## config.mk

```make
export PLATFORM = sky130hd
export DESIGN_NAME = three_way_bus_router_flat
export DESIGN_NICKNAME = d
export VERILOG_FILES = /design/src/rtl/three_way_bus_router_if.sv /design/src/rtl/three_way_bus_router.sv /design/src/flat_wrapper.sv
export SDC_FILE = /design/constraint.sdc
export NUM_CORES = 1
export LEC_CHECK = 0
export CORE_ASPECT_RATIO = 1.2
export CORE_MARGIN = 2
export CORE_UTILIZATION = 25
export CTS_CLUSTER_SIZE = 40
export DETAILED_ROUTE_END_ITERATION = 16
export SLEW_MARGIN = 20
export SYNTH_ARGS = -nofsm -noshare
export SYNTH_HDL_FRONTEND = slang
export SYNTH_SLANG_ARGS = --single-unit
```

## constraint.sdc

```tcl
create_clock -name clk -period 2.7 [get_ports clk]
set_clock_uncertainty 0.05 [all_clocks]
set_input_delay 0.81 -clock clk [delete_from_list [all_inputs] [get_ports clk]]
set_output_delay 0.81 -clock clk [all_outputs]
set_load 0.01 [all_outputs]
```

## src/rtl/three_way_bus_router_if.sv

```systemverilog
// Bus bundle for three_way_bus_router.
// Carries the core request/response channel and the three-target request/response
// channel.
//
// Handshake rules:
//   - A core request is taken on a rising edge where req_valid & req_ready.
//   - A target request is taken on a rising edge where t_req_valid[i] & t_req_ready[i].
//   - rsp_valid and t_rsp_valid[i] are single-cycle strobes with no back-pressure.
//
// Modports:
//   slave  - the router itself: receives core requests and drives the targets.
//   master - the environment: drives core requests and models the targets.
interface three_way_bus_router_if #(
  parameter int ADDR_WIDTH = 32,
  parameter int DATA_WIDTH = 32
);
  logic                      req_valid;
  logic                      req_ready;
  logic [ADDR_WIDTH-1:0]     req_addr;
  logic [DATA_WIDTH-1:0]     req_wdata;
  logic                      req_we;
  logic [DATA_WIDTH/8-1:0]   req_be;
  logic                      rsp_valid;
  logic [DATA_WIDTH-1:0]     rsp_rdata;
  logic                      rsp_err;
  logic [2:0]                t_req_valid;
  logic [2:0]                t_req_ready;
  logic [ADDR_WIDTH-1:0]     t_addr;
  logic [DATA_WIDTH-1:0]     t_wdata;
  logic                      t_we;
  logic [DATA_WIDTH/8-1:0]   t_be;
  logic [2:0]                t_rsp_valid;
  logic [3*DATA_WIDTH-1:0]   t_rsp_rdata;

  modport slave (
    input  req_valid, req_addr, req_wdata, req_we, req_be,
    output req_ready, rsp_valid, rsp_rdata, rsp_err,
    output t_req_valid, t_addr, t_wdata, t_we, t_be,
    input  t_req_ready, t_rsp_valid, t_rsp_rdata
  );

  modport master (
    output req_valid, req_addr, req_wdata, req_we, req_be,
    input  req_ready, rsp_valid, rsp_rdata, rsp_err,
    input  t_req_valid, t_addr, t_wdata, t_we, t_be,
    output t_req_ready, t_rsp_valid, t_rsp_rdata
  );
endinterface

```

## src/rtl/three_way_bus_router.sv

```systemverilog
// Routes a single outstanding load/store from the core data port to one of three
// targets (data RAM, MMIO, timer) by address decode, and returns that target's
// response. Unmapped and timed-out accesses return err=1 with rdata=0.
//
// Ports:
//   clk       - clock, rising edge
//   rst       - synchronous active-high reset
//   bus       - core + target bus bundle (slave modport)
//   state_dbg - current FSM state (IDLE=0, ISSUE=1, WAIT=2, RESP=3)
module three_way_bus_router #(
  parameter int                    ADDR_WIDTH = 32,
  parameter int                    DATA_WIDTH = 32,
  parameter logic [ADDR_WIDTH-1:0] BASE0 = 32'h0000_0000,
  parameter logic [ADDR_WIDTH-1:0] MASK0 = 32'hFFFF_0000,
  parameter logic [ADDR_WIDTH-1:0] BASE1 = 32'h1000_0000,
  parameter logic [ADDR_WIDTH-1:0] MASK1 = 32'hFFFF_F000,
  parameter logic [ADDR_WIDTH-1:0] BASE2 = 32'h2000_0000,
  parameter logic [ADDR_WIDTH-1:0] MASK2 = 32'hFFFF_F000,
  parameter int                    TIMEOUT = 16
) (
  input  logic                   clk,
  input  logic                   rst,
  three_way_bus_router_if.slave  bus,
  output logic [1:0]             state_dbg
);

  localparam logic [1:0] IDLE  = 2'd0;
  localparam logic [1:0] ISSUE = 2'd1;
  localparam logic [1:0] WAIT  = 2'd2;
  localparam logic [1:0] RESP  = 2'd3;

  localparam int CNT_W = (TIMEOUT > 1) ? $clog2(TIMEOUT) : 1;

  logic [1:0]            state;
  logic [1:0]            sel;
  logic [CNT_W-1:0]      cnt;
  logic                  hit0, hit1, hit2;
  logic                  sel_ready;
  logic                  sel_rsp;
  logic [DATA_WIDTH-1:0] sel_rdata;
  logic                  timed_out;

  assign state_dbg = state;
  assign bus.req_ready = (state == IDLE) & ~rst;

  assign hit0 = (bus.req_addr & MASK0) == BASE0;
  assign hit1 = (bus.req_addr & MASK1) == BASE1;
  assign hit2 = (bus.req_addr & MASK2) == BASE2;

  // Only the selected target's handshake and data are looked at; everything
  // arriving from the other two targets is dropped.
  always_comb begin
    sel_ready = 1'b0;
    sel_rsp   = 1'b0;
    sel_rdata = '0;
    case (sel)
      2'd0: begin
        sel_ready = bus.t_req_ready[0];
        sel_rsp   = bus.t_rsp_valid[0];
        sel_rdata = bus.t_rsp_rdata[0*DATA_WIDTH +: DATA_WIDTH];
      end
      2'd1: begin
        sel_ready = bus.t_req_ready[1];
        sel_rsp   = bus.t_rsp_valid[1];
        sel_rdata = bus.t_rsp_rdata[1*DATA_WIDTH +: DATA_WIDTH];
      end
      2'd2: begin
        sel_ready = bus.t_req_ready[2];
        sel_rsp   = bus.t_rsp_valid[2];
        sel_rdata = bus.t_rsp_rdata[2*DATA_WIDTH +: DATA_WIDTH];
      end
      default: ;
    endcase
  end

  // Last cycle allowed in ISSUE+WAIT; TIMEOUT=0 never expires.
  assign timed_out = (TIMEOUT != 0) && (cnt == CNT_W'(TIMEOUT - 1));

  always_ff @(posedge clk) begin
    if (rst) begin
      state           <= IDLE;
      sel             <= 2'd0;
      cnt             <= '0;
      bus.t_req_valid <= 3'b000;
      bus.t_addr      <= '0;
      bus.t_wdata     <= '0;
      bus.t_we        <= 1'b0;
      bus.t_be        <= '0;
      bus.rsp_valid   <= 1'b0;
      bus.rsp_rdata   <= '0;
      bus.rsp_err     <= 1'b0;
    end else begin
      bus.rsp_valid <= 1'b0;
      case (state)
        IDLE: begin
          if (bus.req_valid) begin
            bus.t_addr  <= bus.req_addr;
            bus.t_wdata <= bus.req_wdata;
            bus.t_we    <= bus.req_we;
            bus.t_be    <= bus.req_be;
            cnt         <= '0;
            // Overlapping regions resolve to the lowest index.
            if (hit0) begin
              sel             <= 2'd0;
              bus.t_req_valid <= 3'b001;
              state           <= ISSUE;
            end else if (hit1) begin
              sel             <= 2'd1;
              bus.t_req_valid <= 3'b010;
              state           <= ISSUE;
            end else if (hit2) begin
              sel             <= 2'd2;
              bus.t_req_valid <= 3'b100;
              state           <= ISSUE;
            end else begin
              bus.rsp_valid <= 1'b1;
              bus.rsp_err   <= 1'b1;
              bus.rsp_rdata <= '0;
              state         <= RESP;
            end
          end
        end
        ISSUE: begin
          if (sel_ready && sel_rsp) begin
            // Target accepted and answered in the same cycle.
            bus.t_req_valid <= 3'b000;
            bus.rsp_valid   <= 1'b1;
            bus.rsp_err     <= 1'b0;
            bus.rsp_rdata   <= sel_rdata;
            state           <= RESP;
          end else if (timed_out) begin
            bus.t_req_valid <= 3'b000;
            bus.rsp_valid   <= 1'b1;
            bus.rsp_err     <= 1'b1;
            bus.rsp_rdata   <= '0;
            state           <= RESP;
          end else if (sel_ready) begin
            bus.t_req_valid <= 3'b000;
            cnt             <= cnt + CNT_W'(1);
            state           <= WAIT;
          end else begin
            cnt <= cnt + CNT_W'(1);
          end
        end
        WAIT: begin
          if (sel_rsp) begin
            bus.rsp_valid <= 1'b1;
            bus.rsp_err   <= 1'b0;
            bus.rsp_rdata <= sel_rdata;
            state         <= RESP;
          end else if (timed_out) begin
            bus.rsp_valid <= 1'b1;
            bus.rsp_err   <= 1'b1;
            bus.rsp_rdata <= '0;
            state         <= RESP;
          end else begin
            cnt <= cnt + CNT_W'(1);
          end
        end
        RESP: begin
          state <= IDLE;
        end
        default: state <= IDLE;
      endcase
    end
  end

endmodule
```

## src/flat_wrapper.sv

```systemverilog
// flat-port wrapper written by rule: the top's interface ports become plain ports
module three_way_bus_router_flat 
#(
  parameter int                    ADDR_WIDTH = 32,
  parameter int                    DATA_WIDTH = 32,
  parameter logic [ADDR_WIDTH-1:0] BASE0 = 32'h0000_0000,
  parameter logic [ADDR_WIDTH-1:0] MASK0 = 32'hFFFF_0000,
  parameter logic [ADDR_WIDTH-1:0] BASE1 = 32'h1000_0000,
  parameter logic [ADDR_WIDTH-1:0] MASK1 = 32'hFFFF_F000,
  parameter logic [ADDR_WIDTH-1:0] BASE2 = 32'h2000_0000,
  parameter logic [ADDR_WIDTH-1:0] MASK2 = 32'hFFFF_F000,
  parameter int                    TIMEOUT = 16
)
  (clk, rst, state_dbg, bus_req_valid, bus_req_addr, bus_req_wdata, bus_req_we, bus_req_be, bus_req_ready, bus_rsp_valid, bus_rsp_rdata, bus_rsp_err, bus_t_req_valid, bus_t_addr, bus_t_wdata, bus_t_we, bus_t_be, bus_t_req_ready, bus_t_rsp_valid, bus_t_rsp_rdata);
  three_way_bus_router_if #(.ADDR_WIDTH(ADDR_WIDTH), .DATA_WIDTH(DATA_WIDTH)) bus_i ();
  input  logic clk;
  input  logic rst;
  output logic [1:0] state_dbg;
  input wire logic [$bits(bus_i.req_valid)-1:0] bus_req_valid;
  input wire logic [$bits(bus_i.req_addr)-1:0] bus_req_addr;
  input wire logic [$bits(bus_i.req_wdata)-1:0] bus_req_wdata;
  input wire logic [$bits(bus_i.req_we)-1:0] bus_req_we;
  input wire logic [$bits(bus_i.req_be)-1:0] bus_req_be;
  output wire logic [$bits(bus_i.req_ready)-1:0] bus_req_ready;
  output wire logic [$bits(bus_i.rsp_valid)-1:0] bus_rsp_valid;
  output wire logic [$bits(bus_i.rsp_rdata)-1:0] bus_rsp_rdata;
  output wire logic [$bits(bus_i.rsp_err)-1:0] bus_rsp_err;
  output wire logic [$bits(bus_i.t_req_valid)-1:0] bus_t_req_valid;
  output wire logic [$bits(bus_i.t_addr)-1:0] bus_t_addr;
  output wire logic [$bits(bus_i.t_wdata)-1:0] bus_t_wdata;
  output wire logic [$bits(bus_i.t_we)-1:0] bus_t_we;
  output wire logic [$bits(bus_i.t_be)-1:0] bus_t_be;
  input wire logic [$bits(bus_i.t_req_ready)-1:0] bus_t_req_ready;
  input wire logic [$bits(bus_i.t_rsp_valid)-1:0] bus_t_rsp_valid;
  input wire logic [$bits(bus_i.t_rsp_rdata)-1:0] bus_t_rsp_rdata;
  assign bus_i.req_valid = bus_req_valid;
  assign bus_i.req_addr = bus_req_addr;
  assign bus_i.req_wdata = bus_req_wdata;
  assign bus_i.req_we = bus_req_we;
  assign bus_i.req_be = bus_req_be;
  assign bus_req_ready = bus_i.req_ready;
  assign bus_rsp_valid = bus_i.rsp_valid;
  assign bus_rsp_rdata = bus_i.rsp_rdata;
  assign bus_rsp_err = bus_i.rsp_err;
  assign bus_t_req_valid = bus_i.t_req_valid;
  assign bus_t_addr = bus_i.t_addr;
  assign bus_t_wdata = bus_i.t_wdata;
  assign bus_t_we = bus_i.t_we;
  assign bus_t_be = bus_i.t_be;
  assign bus_i.t_req_ready = bus_t_req_ready;
  assign bus_i.t_rsp_valid = bus_t_rsp_valid;
  assign bus_i.t_rsp_rdata = bus_t_rsp_rdata;
  three_way_bus_router #(.ADDR_WIDTH(ADDR_WIDTH), .DATA_WIDTH(DATA_WIDTH), .BASE0(BASE0), .MASK0(MASK0), .BASE1(BASE1), .MASK1(MASK1), .BASE2(BASE2), .MASK2(MASK2), .TIMEOUT(TIMEOUT)) u_core (.clk(clk), .rst(rst), .bus(bus_i), .state_dbg(state_dbg));
endmodule
```

==> results.cfg <==
[status]
outcome = finished clean

[pwr]
power_density_nw_per_um2 = 755
p_leak_nw = 3.24
power_w = 0.00691
peakVddDrop_v = 0.000561

[floorplanning]
die_area_sq_um = 21900
fp.dieW_microns = 135
dieHeight_microns = 162
start_util = 0.255
boundaryPins = 283
core_area_sq_um = 20300
num_rows = 57

[setup_path]
worstSetupPathType = input port to register
regToRegSetupSlack_ns = 0.38
cp-start-kind = input port
reg2reg_to = u_core.bus.rsp_rdata[1]$_SDFFE_PP0P_
required_ns = 2.92
path_max_fanout = 11
rr_startpoint = u_core.state_dbg[0]$_SDFFE_PP0P_
worst_setup_path_end_kind = register
cp_data_arrival_time_ns = 2.84
reg2reg_depth = 7

[detailed_routing]
via_count = 5513
drc = 0
vias_per_cell = 4.54
drt-initial-drc-count = 198
finalWirelength_microns = 18300
ant_nets = 0
routedWlPerCell_microns = 15.0
dr.pass1.iters = 4

[sta]
max_freq_mhz = 382
finalHoldViolCount = 0
post-route-min-period_ns = 2.62
hold_slack_ns = 0.401
slew_headroom = 0.545
period_share = 0.970
tightest_slew_ns = 0.682
final-setup-viol-count = 0
slew_violations = 0
tns_ns = 0
rsz0062_at_grt = false

[clock_tree]
clockBufferDepth = 2
clk_pin_slew_ns = 0.05
hold_buffers = 0
cts_tree = yes
cts_sinks = 114
cts.root.buffer_cell = clkbuf_16
htree_levels = 4
cts_inserted_buffers = 17
clock_latency_ns = 0.41

[yosys]
yosysTopAreaCellShare = 0.440
synth.mux.area_fraction = 0.0700
synthAdderAreaFrac = 0.0142
synth_area_leaders = dfxtp_1, nand2_1, a21oi_1, mux2i_1, o32ai_1
syn_area_sq_um = 5190
synth_compound_area_frac = 0.234
yosys_warnings = 0
synthCells = 642
synthSimpleGateAreaFrac = 0.175
synth-main-ff-cell = dfxtp_1
synth_common_cells = nand2_1, dfxtp_1, a21oi_1
synth.most_common_cell = nand2_1
ys_types = 47
synth_top_family_by_area = compound AO/OA/AOI/OAI gates
synth_seq_cells = 114
synth_seq_area_share = 0.440
syn-num-nets = 821
yosysTopAreaCell = dfxtp_1
syn_avg_cell_area_sq_um = 8.08
async_flop_share = 0
synth_xor_xnor_area_share = 0
synth_edf_count = 0

[final_layout]
final_util = 0.451
drive_above_1_share = 0.107
n_antenna_cell = 0
area_growth_pct = 76.6
nets = 1115
fillCellCount = 2059
final_area_sq_um = 9160

[min_path]
hold_path_depth = 2
hp-class = register to register
hp-start = u_core.bus.t_wdata[28]$_SDFFE_PP0P_
whs_endpoint = u_core.bus.t_wdata[28]$_SDFFE_PP0P_

[global_route]
grt_overflow = 0
grt_max_degree = 58
grt_pass1_wl_microns = 28400
antenna_found_initial = 0
first_global_vias = 5434
grt_usage = 0.167

[place]
hpwl_microns = 13600
gp_congestion = 0.796
port_buffers = 282
placed_area_sq_um = 8490

[job]
drv_cap = 0
==> worst max path at each step <==
stage	from	end	slack (ns)	depth (start not counted)
floorplan	bus_req_addr[12]	u_core.bus.t_req_valid[2]$_SDFFE_PP0P_	0.12	5
global placement	bus_req_addr[12]	u_core.bus.rsp_rdata[8]$_SDFFE_PP0P_	-0.45	7
CTS	u_core.state_dbg[0]$_SDFFE_PP0P_	bus_req_ready	0.03	5
detailed placement	bus_req_addr[12]	u_core.bus.rsp_rdata[3]$_SDFFE_PP0P_	-0.48	7
global route	u_core.state_dbg[1]$_SDFFE_PP0P_	bus_req_ready	0.005	5
finish	bus_req_addr[15]	u_core.bus.rsp_rdata[16]$_SDFFE_PP0P_	0.08	8
==> critical path, cell delays in order <==
cell,delay (ns)
dlygate4sd2_1,0.25
or4_4,0.56
maj3_2,0.37
o21a_1,0.23
o2111ai_4,0.23
buf_12,0.16
buf_16,0.14
o32ai_2,0.07
==> power breakdown <==
| group | internal, W | leakage [nW] | switching (W) |
|---|---|---|---|
| sequential | 0.00195 | 0.931 | 0.000147 |
| clock | 0.00138 | 0.275 | 0.000815 |
| combinational | 0.00123 | 2.04 | 0.00139 |
==> kinds of logic (layout without fill, tap and decap cells) <==
group,count (synthesis),after routing
fa+ha+maj,6,6
simple gates,216,216
mux,36,36
compound gates,181,181
flops,114,114
buf+inv,89,396
==> cell type report <==
type                            instances  area, sq um  share of cell area
Sequential cell                       114         2280               0.249
Timing Repair Buffer                  323         3210               0.351
Clock inverter                         13          136              0.0149
Multi-Input combinational cell        439         2600               0.283
Clock buffer                           19          443              0.0484
Inverter                               41          154              0.0168
Tap cell                              265          332              0.0362
==> cell usage in the layout, fill, tap and decap left out, types with 3 or more instances in the layout <==
cell             instances
nor2_1                  37
clkbuf_16               17
dfxtp_1                112
a211oi_1                 5
clkdlybuf4s50_1        277
o41ai_1                  3
a21oi_1                109
o32ai_1                 23
clkinvlp_4               4
mux2i_1                 34
inv_1                   40
nand4b_1                 4
nand4_1                  5
o32ai_2                 10
nand2_1                148
clkinv_2                 4
buf_12                   4
buf_4                   36
dlygate4sd2_1            4
o21ai_0                 10
ha_1                     5
nor4_1                   3
==> repair_timing <==
action | CTS | global route
endpoints found under the setup margin | 32 | 3
buffers inserted | 1 | 0
pin swaps | 5 | 0
resized for setup | 8 | 2
gates cloned | 2 | 0
hold endpoints to repair | 0 | 0
==> sequential cells by signal, summed over array words and instances, names as in the netlist <==
name,cells
u_core.bus.rsp_err,1
u_core.bus.t_wdata,32
u_core.bus.rsp_valid,1
u_core.state_dbg,2
u_core.bus.t_be,4
u_core.bus.t_addr,32
u_core.cnt,4
u_core.bus.t_req_valid,3
u_core.sel,2
u_core.bus.t_we,1
u_core.bus.rsp_rdata,32
==> per-stage QoR <==
step / instances / worst slack (ns)
after floorplan: 642 / 0.121
after global placement: 1179 / -0.450
after detailed placement: 1179 / -0.479
after CTS: 1214 / 0.0330
after global routing: 1214 / 0.00523
final: 1214 / 0.0806
==> metal layers <==
metal | GRT usage | vias up | wire (microns)
li1 | - | 2822 | -
met1 | 0.180 | 2469 | 7180
met2 | 0.302 | 204 | 9290
met3 | 0.0624 | 18 | 1520
met4 | 0.0507 | 0 | 282
met5 | 0 | - | 0
Note: power is estimated with default switching activity, not from simulation.
